**src/rtl/sram_seq_pkg.sv**
```systemverilog
// Shared types for the SRAM offset sequencer.
// FSM encoding and channel-index width helper.
package sram_seq_pkg;

  typedef enum logic {
    IDLE  = 1'b0,
    ISSUE = 1'b1
  } seq_state_t;

  localparam int OFFSET_W_DEF = 7;
  localparam int NUM_CH_DEF   = 2;
  localparam int LEN_W_DEF    = 7;
  localparam int CH_W         = $clog2(NUM_CH_DEF);

  function automatic int ch_w(input int n);
    return (n <= 2) ? 1 : $clog2(n);
  endfunction

endpackage

```
**src/rtl/sram_offset_sequencer_if.sv**
```systemverilog
// Request/SRAM bundle between requesters and the sequencer.
// master = requester/controller side, slave = sequencer.
interface sram_offset_sequencer_if
  import sram_seq_pkg::*;
#(
  parameter int OFFSET_W = 7,
  parameter int NUM_CH   = 2,
  parameter int LEN_W    = 7
);
  localparam int CHW = ch_w(NUM_CH);

  logic [NUM_CH-1:0]          req_valid;
  logic [NUM_CH-1:0]          req_mode;
  logic [NUM_CH*OFFSET_W-1:0] req_offset;
  logic [NUM_CH*LEN_W-1:0]    req_len;
  logic [NUM_CH-1:0]          req_ready;
  logic                       sram_ready;
  logic                       sram_en;
  logic [OFFSET_W-1:0]        sram_offset;
  logic [CHW-1:0]             sram_ch;
  logic                       burst_done;
  logic                       busy;

  modport master (
    output req_valid, req_mode, req_offset,
    output req_len, sram_ready,
    input  req_ready, sram_en, sram_offset,
    input  sram_ch, burst_done, busy
  );

  modport slave (
    input  req_valid, req_mode, req_offset,
    input  req_len, sram_ready,
    output req_ready, sram_en, sram_offset,
    output sram_ch, burst_done, busy
  );

endinterface

```
**src/rtl/sram_offset_sequencer_rr_arbiter.sv**
```systemverilog
// Combinational round-robin pick: first request
// at or after ptr, wrapping.
module rr_arbiter
  import sram_seq_pkg::*;
#(
  parameter int NUM_CH = 2,
  parameter int CHW    = ch_w(NUM_CH)
) (
  input  logic [NUM_CH-1:0] req,
  input  logic [CHW-1:0]    ptr,
  input  logic              en,
  output logic [NUM_CH-1:0] grant,
  output logic [CHW-1:0]    idx,
  output logic              any
);

  always_comb begin
    grant = '0;
    idx   = '0;
    any   = 1'b0;
    if (en) begin
      for (int k = 0; k < NUM_CH; k++) begin
        if (!any &&
            req[(int'(ptr) + k) % NUM_CH]) begin
          any   = 1'b1;
          grant[(int'(ptr) + k) % NUM_CH] = 1'b1;
          idx   = CHW'((int'(ptr) + k) % NUM_CH);
        end
      end
    end
  end

endmodule

```
**src/rtl/sram_offset_sequencer.sv**
```systemverilog
// Round-robin multi-channel SRAM offset sequencer.
// Single-word or auto-incrementing burst streams.
module sram_offset_sequencer
  import sram_seq_pkg::*;
#(
  parameter int OFFSET_W = 7,
  parameter int NUM_CH   = 2,
  parameter int LEN_W    = 7
) (
  input logic clk,
  input logic rst,
  sram_offset_sequencer_if.slave bus
);

  localparam int CHW = ch_w(NUM_CH);

  seq_state_t          state;
  logic [CHW-1:0]      ptr;
  logic [OFFSET_W-1:0] off_q;
  logic [CHW-1:0]      ch_q;
  logic [LEN_W-1:0]    rem;
  logic                done_q;

  logic [NUM_CH-1:0]   grant;
  logic [CHW-1:0]      gidx;
  logic                any;
  logic [OFFSET_W-1:0] sel_off;
  logic [LEN_W-1:0]    sel_len;
  logic                sel_mode;
  logic [LEN_W-1:0]    beats;
  logic [CHW-1:0]      ptr_nxt;

  rr_arbiter #(
    .NUM_CH (NUM_CH),
    .CHW    (CHW)
  ) u_arb (
    .req   (bus.req_valid),
    .ptr   (ptr),
    .en    (state == IDLE),
    .grant (grant),
    .idx   (gidx),
    .any   (any)
  );

  always_comb begin
    sel_off  = bus.req_offset[int'(gidx)*OFFSET_W +: OFFSET_W];
    sel_len  = bus.req_len[int'(gidx)*LEN_W +: LEN_W];
    sel_mode = bus.req_mode[gidx];
    // a zero-length burst still moves one word
    beats    = (sel_mode && sel_len != '0) ?
               sel_len : LEN_W'(1);
    ptr_nxt  = (gidx == CHW'(NUM_CH - 1)) ?
               '0 : gidx + 1'b1;
  end

  always_ff @(posedge clk) begin
    if (rst) begin
      state  <= IDLE;
      ptr    <= '0;
      off_q  <= '0;
      ch_q   <= '0;
      rem    <= '0;
      done_q <= 1'b0;
    end else begin
      done_q <= 1'b0;
      unique case (state)
        IDLE: begin
          if (any) begin
            state <= ISSUE;
            off_q <= sel_off;
            ch_q  <= gidx;
            rem   <= beats;
            ptr   <= ptr_nxt;
          end
        end
        ISSUE: begin
          if (bus.sram_ready) begin
            if (rem == LEN_W'(1)) begin
              state  <= IDLE;
              done_q <= 1'b1;
            end else begin
              off_q <= off_q + 1'b1;
              rem   <= rem - 1'b1;
            end
          end
        end
        default: state <= IDLE;
      endcase
    end
  end

  assign bus.req_ready   = grant;
  assign bus.sram_en     = (state == ISSUE);
  assign bus.busy        = (state == ISSUE);
  assign bus.sram_offset = off_q;
  assign bus.sram_ch     = ch_q;
  assign bus.burst_done  = done_q;

endmodule

```
**src/flat_wrapper.sv**
```systemverilog
// flat-port wrapper written by rule: the top's interface ports become plain ports
module sram_offset_sequencer_flat import sram_seq_pkg::*;
#(
  parameter int OFFSET_W = 7,
  parameter int NUM_CH   = 2,
  parameter int LEN_W    = 7
)
  (clk, rst, bus_req_valid, bus_req_mode, bus_req_offset, bus_req_len, bus_sram_ready, bus_req_ready, bus_sram_en, bus_sram_offset, bus_sram_ch, bus_burst_done, bus_busy);
  sram_offset_sequencer_if #(.OFFSET_W(OFFSET_W), .NUM_CH(NUM_CH), .LEN_W(LEN_W)) bus_i ();
  input logic clk;
  input logic rst;
  input wire logic [$bits(bus_i.req_valid)-1:0] bus_req_valid;
  input wire logic [$bits(bus_i.req_mode)-1:0] bus_req_mode;
  input wire logic [$bits(bus_i.req_offset)-1:0] bus_req_offset;
  input wire logic [$bits(bus_i.req_len)-1:0] bus_req_len;
  input wire logic [$bits(bus_i.sram_ready)-1:0] bus_sram_ready;
  output wire logic [$bits(bus_i.req_ready)-1:0] bus_req_ready;
  output wire logic [$bits(bus_i.sram_en)-1:0] bus_sram_en;
  output wire logic [$bits(bus_i.sram_offset)-1:0] bus_sram_offset;
  output wire logic [$bits(bus_i.sram_ch)-1:0] bus_sram_ch;
  output wire logic [$bits(bus_i.burst_done)-1:0] bus_burst_done;
  output wire logic [$bits(bus_i.busy)-1:0] bus_busy;
  assign bus_i.req_valid = bus_req_valid;
  assign bus_i.req_mode = bus_req_mode;
  assign bus_i.req_offset = bus_req_offset;
  assign bus_i.req_len = bus_req_len;
  assign bus_i.sram_ready = bus_sram_ready;
  assign bus_req_ready = bus_i.req_ready;
  assign bus_sram_en = bus_i.sram_en;
  assign bus_sram_offset = bus_i.sram_offset;
  assign bus_sram_ch = bus_i.sram_ch;
  assign bus_burst_done = bus_i.burst_done;
  assign bus_busy = bus_i.busy;
  sram_offset_sequencer #(.OFFSET_W(OFFSET_W), .NUM_CH(NUM_CH), .LEN_W(LEN_W)) u_core (.clk(clk), .rst(rst), .bus(bus_i));
endmodule
```
**config.mk**
```make
export PLATFORM = sky130hd
export DESIGN_NAME = sram_offset_sequencer_flat
export DESIGN_NICKNAME = d
export VERILOG_FILES = /design/src/rtl/sram_seq_pkg.sv /design/src/rtl/sram_offset_sequencer_if.sv /design/src/rtl/sram_offset_sequencer_rr_arbiter.sv /design/src/rtl/sram_offset_sequencer.sv /design/src/flat_wrapper.sv
export SDC_FILE = /design/constraint.sdc
export NUM_CORES = 1
export LEC_CHECK = 0
export CAP_MARGIN = 10
export CORE_ASPECT_RATIO = 1.4
export CORE_MARGIN = 2
export CORE_UTILIZATION = 35
export CTS_CLUSTER_SIZE = 10
export DETAILED_ROUTE_END_ITERATION = 6
export PLACE_DENSITY = 0.68
export SLEW_MARGIN = 20
export SYNTH_ARGS = -nofsm -noshare
export SYNTH_HDL_FRONTEND = slang
export SYNTH_SLANG_ARGS = --single-unit
export TNS_END_PERCENT = 50
```
**constraint.sdc**
```tcl
create_clock -name clk -period 2 [get_ports clk]
set_input_delay 0.4 -clock clk [delete_from_list [all_inputs] [get_ports clk]]
set_output_delay 0.4 -clock clk [all_outputs]
set_load 0.02 [all_outputs]
```
==> flow_summary.yaml, run 1 <==
min_path:
  worstHoldPathType: "flip-flop to flip-flop"
cells_and_area:
  postLayoutCoreUtil_pct: 57.3
  fin_area_mm2: 0.00197
  final_layout_size_suffix_gt1_share_pct: 20.0
  nNetsFinal: 259
  n_antenna_cell: 0
  area_delta_synth_final_pct: 54.8
  fin_cells: 260
placed_design:
  port_buffers: 47
  placed_cell_area_mm2: 0.00188
  post-place-cells: 256
  dpl.hpwl_mm: 3.34
  gp_congestion: 0.899
synth:
  synth_commonest_cells: "a21oi_1, dfxtp_1, nand2_1, o21ai_0, nor2_1"
  synth_edf_count: 0
  syn-num-nets: 193
  synth_ff_type: "dfxtp_1"
  ys_warn_count: 0
  synth_area_leaders: "dfxtp_1, a21oi_1, mux2i_1"
  ys_ff_latch: 18
  synthCells: 155
  synth-seq-area-share_pct: 28.3
  synthArstFlopShare_pct: 0
  synth_cell_types: 50
  syn_area_mm2: 0.00127
  yosysTopAreaCell: "dfxtp_1"
  synth_top_area_share_pct: 28.3
  avgSynthCellArea_um2: 8.22
sta:
  finalCritPeriodShare_pct: 96.9
  hold_viol_final: 0
  setup_violations: 0
  whs_ps: 491
  grt_setup_unrepaired: "false"
  fin_crit_ps: 1940
  final_max_slew_viol_count: 0
  clock_skew_ps: 5.42
  relSlewSlack_pct: 74.8
  tightest_slew_ps: 375
  fmax_mhz: 516
setup_path:
  path_max_fanout: 6
  cp.required_ps: 2140
  cp.arrival_ps: 2080
  worst_r2r_path_depth: 8
  setup.worst_path.class: "input port to flip-flop"
  crit_start: "bus_req_valid[0]"
  start_kind: "input port"
  endpoint: "u_core.rem[4]"
  reg2reg_setup_slack_ps: 80
  cp-end-kind: "flip-flop"
  r2r_end: "u_core.rem[0]"
  r2r_start: "u_core.rem[1]"
die:
  die_x_um: 55.0
  die_h_um: 75.4
  die_area_mm2: 0.00414
  num_io_pins: 48
  row_count: 25
  coreArea_mm2: 0.00344
  floorplan.initialDensity_pct: 37.0
grt:
  grt_pass1_vias: 1521
  grt_remaining_overflow: 0
  grt_antenna_before_repair: 0
  grt_max_degree: 13
  grt_use_total_pct: 21.7
  grt_pass1_wl_mm: 6.66
drt:
  firstDrtPassIters: 4
  drc: 0
  vias: 1472
  antenna_left: 0
  wire_per_inst_um: 16.2
  routed_wl_mm: 4.21
  drt_iter0_drc: 36
  viasPerCell: 5.66
power:
  p_leak_nw: 0.851
  power.switching_uw: 402
  power.internal_uw: 836
  irDropWorstVdd_mv: 0.362
  combPwrFrac_pct: 40.3
  pwr_density_cell_mw_per_mm2: 628
  power.share.switching_pct: 32.5
  clkPwrFrac_pct: 24.1
  power_frac_seq_pct: 35.5
  p_total_mw: 1.24
cts:
  numCtsBuffers: 3
  cts.hold.buffers_added: 0
  cts_setup_buffers: 0
  cts_sinks: 18
  root_buffer: "clkbuf_8"
  htree_num_levels: 1
  cts.path.max_buffers: 2
  clk_pin_slew_ps: 70
  clk_latency_ps: 250
  cts_tree: "done"
flow_run:
  cap_violations: 0
outcome:
  status: "complete, no violations"
-- critical path, cell delays in order --
cell,delay [ps]
clkdlybuf4s50_1,480
or3_2,460
o21ai_2,100
a21oi_1,60
buf_4,160
buf_4,150
o221a_2,260
-- how the worst min path moves through the flow --
stage,from,end,slack [ps],depth (start not counted)
2_1_floorplan,u_core.ptr,u_core.ptr,450,1
3_3_place_gp,u_core.bus.sram_ch,u_core.bus.sram_ch,470,2
3_5_place_dp,u_core.bus.sram_ch,u_core.bus.sram_ch,480,2
4_1_cts,u_core.bus.sram_ch,u_core.bus.sram_ch,500,2
5_1_grt,u_core.bus.sram_ch,u_core.bus.sram_ch,520,2
6_report,u_core.bus.sram_ch,u_core.bus.sram_ch,490,2
-- logic make-up (layout without fill, tap and decap cells) --
logic type,count (synthesis),count (layout),share of synthesized area (%)
compound gates,55,55,28.0
xor+xnor,2,2,1.38
fa+ha+maj,3,3,2.95
buf+inv,15,80,8.74
flops,18,18,28.3
mux,7,7,5.60
simple gates,55,55,25.0
-- stage by stage --
stage / setup slack [ps] / TNS, ps
floorplan: 198 / 0
global placement: -239 / -1690
detailed placement: -266 / -2080
CTS: -3.30 / -3.30
global route: 0.838 / 0
finish: 63.0 / 0
-- power by group through the flow --
stage	registers (mW)	clock network (mW)	logic (mW)
floorplan	0.463	0	0.253
global placement	0.444	0	0.485
detailed placement	0.446	0	0.494
CTS	0.439	0.305	0.494
global route	0.444	0.320	0.542
finish	0.440	0.299	0.499
-- registers in the layout (all words and copies together) (netlist names) --
name and cells:
u_core.bus.sram_ch 1, u_core.bus.busy 1, u_core.ptr 1, u_core.rem 7, u_core.bus.burst_done 1, u_core.bus.sram_offset 7
-- layout by cell type, fill, tap and decap left out, drive strengths merged, types with 3 or more instances in the layout --
master and n:
buf 21, ha 3, or4 4, nand2 13, mux2i 6, inv 7
o21ai 14, clkbuf 4, nor2 9, nand3 7, a21oi 18, clkdlybuf4s50 40
nor3 8, dfxtp 18, dlymetal6s2s 5
-- final cells by class --
| type | instances | area, um2 |
|---|---|---|
| flip-flops and latches | 18 | 360 |
| repair buffers | 68 | 639 |
| inverters | 8 | 43.8 |
| well taps | 40 | 50.0 |
| fillers | 341 | 1470 |
| multi-input cells | 122 | 823 |
| clock buffers | 4 | 55.1 |
-- timing repair --
item                       in CTS  in global routing
pin swaps                       0                  4
gates resized for setup         2                 11
setup endpoints to repair       3                  3
-- layer usage --
layer / wire (um) / vias up / GRT usage (%) / part of all wire (%)
met5: 0 / - / 0 / 0
met4: 80 / 0 / 8.40 / 1.9
met3: 366 / 8 / 4.12 / 8.7
met2: 2140 / 76 / 39.4 / 51
met1: 1630 / 683 / 24.0 / 39
li1: - / 705 / - / -
Power figures use the tool's default switching activity.
==> run 2, diff against run 1 <==
--- a/config.mk
+++ b/config.mk
@@ -9,6 +9,7 @@
 export CORE_ASPECT_RATIO = 1.4
 export CORE_MARGIN = 2
 export CORE_UTILIZATION = 35
+export CTS_BUF_LIST = sky130_fd_sc_hd__clkbuf_4
 export CTS_CLUSTER_SIZE = 10
 export DETAILED_ROUTE_END_ITERATION = 6
 export PLACE_DENSITY = 0.68
==> run 2 against run 1 <==
Net effect: via count down 1.2%; combinational power is essentially flat; cell count unchanged; wire length decreased by 1.8%; global-route usage hardly changed; critical path depth fell by 3; sequential share of layout area rose by 0.42 points; first-iteration DRC count is 2.8% higher; clock-buffer cell count fell by 1; die area unchanged; sequential power about the same.
==> flow_summary.yaml, run 2 (same netlist as run 1, synthesis figures left out) <==
outcome:
  status: "complete, no violations"
power:
  power.share.switching_pct: 34.7
  power.internal_uw: 734
  p_leak_nw: 0.800
  power.switching_uw: 390
  pwr_density_cell_mw_per_mm2: 583
  clkPwrFrac_pct: 16.7
  combPwrFrac_pct: 44.2
  power_frac_seq_pct: 39.1
  irDropWorstVdd_mv: 0.312
  p_total_mw: 1.12
sta:
  finalSetupTns_ps: 0
  grt_setup_unrepaired: "false"
  hold_viol_final: 0
  setup_violations: 0
  finalCritPeriodShare_pct: 95.5
  clock_skew_ps: 8.80
  fin_ws_ps: 90.0
  fmax_mhz: 524
  final_max_slew_viol_count: 0
  fin_crit_ps: 1910
  relSlewSlack_pct: 75.1
  tightest_slew_ps: 371
cts:
  root_buffer: "clkbuf_4"
  numCtsBuffers: 3
  cts_sinks: 18
  clk_pin_slew_ps: 110
  clk_latency_ps: 290
  htree_num_levels: 1
  cts.path.max_buffers: 2
  cts_tree: "done"
  cts_setup_buffers: 0
  cts.hold.buffers_added: 0
die:
  die_area_mm2: 0.00414
  floorplan.initialDensity_pct: 37.0
  coreArea_mm2: 0.00344
  die_x_um: 55.0
  die_h_um: 75.4
  row_count: 25
  num_io_pins: 48
drt:
  vias: 1454
  drt_iter0_drc: 37
  drc: 0
  routed_wl_mm: 4.13
  wire_per_inst_um: 15.9
  firstDrtPassIters: 4
  antenna_left: 0
  viasPerCell: 5.59
setup_path:
  cp-end-kind: "output pin"
  path_max_fanout: 5
  reg2reg_setup_slack_ps: 90
  setup.worst_path.class: "input port to output pin"
  cp.arrival_ps: 1510
  start_kind: "input port"
  cp.required_ps: 1600
grt:
  busiest_layer: "met2"
  grt_remaining_overflow: 0
  grt_use_total_pct: 21.6
  grt_max_degree: 13
  grt_pass1_vias: 1516
  use_met1_pct: 23.8
  met2_usage_pct: 38.4
  grt_pass1_wl_mm: 6.61
  met3_usage_pct: 5.10
  grt_antenna_before_repair: 0
placed_design:
  gp_congestion: 0.899
  placed_cell_area_mm2: 0.00188
  port_buffers: 47
  dpl.hpwl_mm: 3.34
  dp_slack_ps: -266
flow_run:
  cap_violations: 0
cells_and_area:
  final_layout_size_suffix_gt1_share_pct: 20.0
  nNetsFinal: 259
  n_antenna_cell: 0
  layout_common_cells: "clkdlybuf4s50_1, buf_4, a21oi_1, dfxtp_1"
  fin_area_mm2: 0.00193
  final_common_cell: "clkdlybuf4s50_1"
  postLayoutCoreUtil_pct: 56.0
  area_delta_synth_final_pct: 51.4
min_path:
  worstHoldPathType: "flip-flop to flip-flop"
[run 2: cell types whose count changed in the layout (fill, tap and decap cells not counted)]
cell	delta
clkinv_1	+1
dlymetal6s2s_1	-4
clkdlybuf4s50_1	+4
clkbuf_2	+1
clkdlybuf4s15_1	-1
clkbuf_4	+3
clkbuf_8	-4
[run 2: final timing paths]
check,from,to,cells after the start
max,bus_req_valid[0],bus_req_ready[0],4
min,u_core.bus.sram_ch,u_core.bus.sram_ch,2
max reg2reg,u_core.rem[1],u_core.rem[0],8
min reg2reg,u_core.bus.sram_ch,u_core.bus.sram_ch,2
[run 2: power groups by stage]
stage	Clock, mW	Sequential, mW	Combinational [mW]
3_5_place_dp	0	0.446	0.494
4_1_cts	0.192	0.439	0.493
6_report	0.187	0.440	0.497
3_3_place_gp	0	0.444	0.485
2_1_floorplan	0	0.463	0.253
5_1_grt	0.208	0.444	0.542
[run 2: what timing repair did]
| action | 4_1_cts | 5_1_grt |
|---|---|---|
| endpoints found under the setup margin | 2 | 2 |
| pin swaps | 0 | 2 |
| gates resized for setup | 2 | 8 |
[run 2: per-layer routing]
layer  routed length (um)  vias up
met2                 2060       68
met5                    0        -
met1                 1600      672
met3                  361       10
li1                     -      704
met4                  114        0
[run 2: worst max-delay path: stages]
cell and delay, ps:
clkdlybuf4s50_1 550, nand2_1 100, a21oi_1 110, dlygate4sd2_1 340
[run 2: layout make-up]
class                   instances  area, um2
repair buffers                 68        624
inverters                       8       43.8
clock inverters                 1       3.75
fillers                       349       1510
multi-input cells             122        823
well taps                      40       50.0
flip-flops and latches         18        360
clock buffers                   3       22.5
[run 2: stage by stage]
step	std cells	hold slack, ps
after detailed placement	256	481
after floorplan	155	448
after global routing	260	530
after global placement	256	468
after CTS	260	508
final	260	501
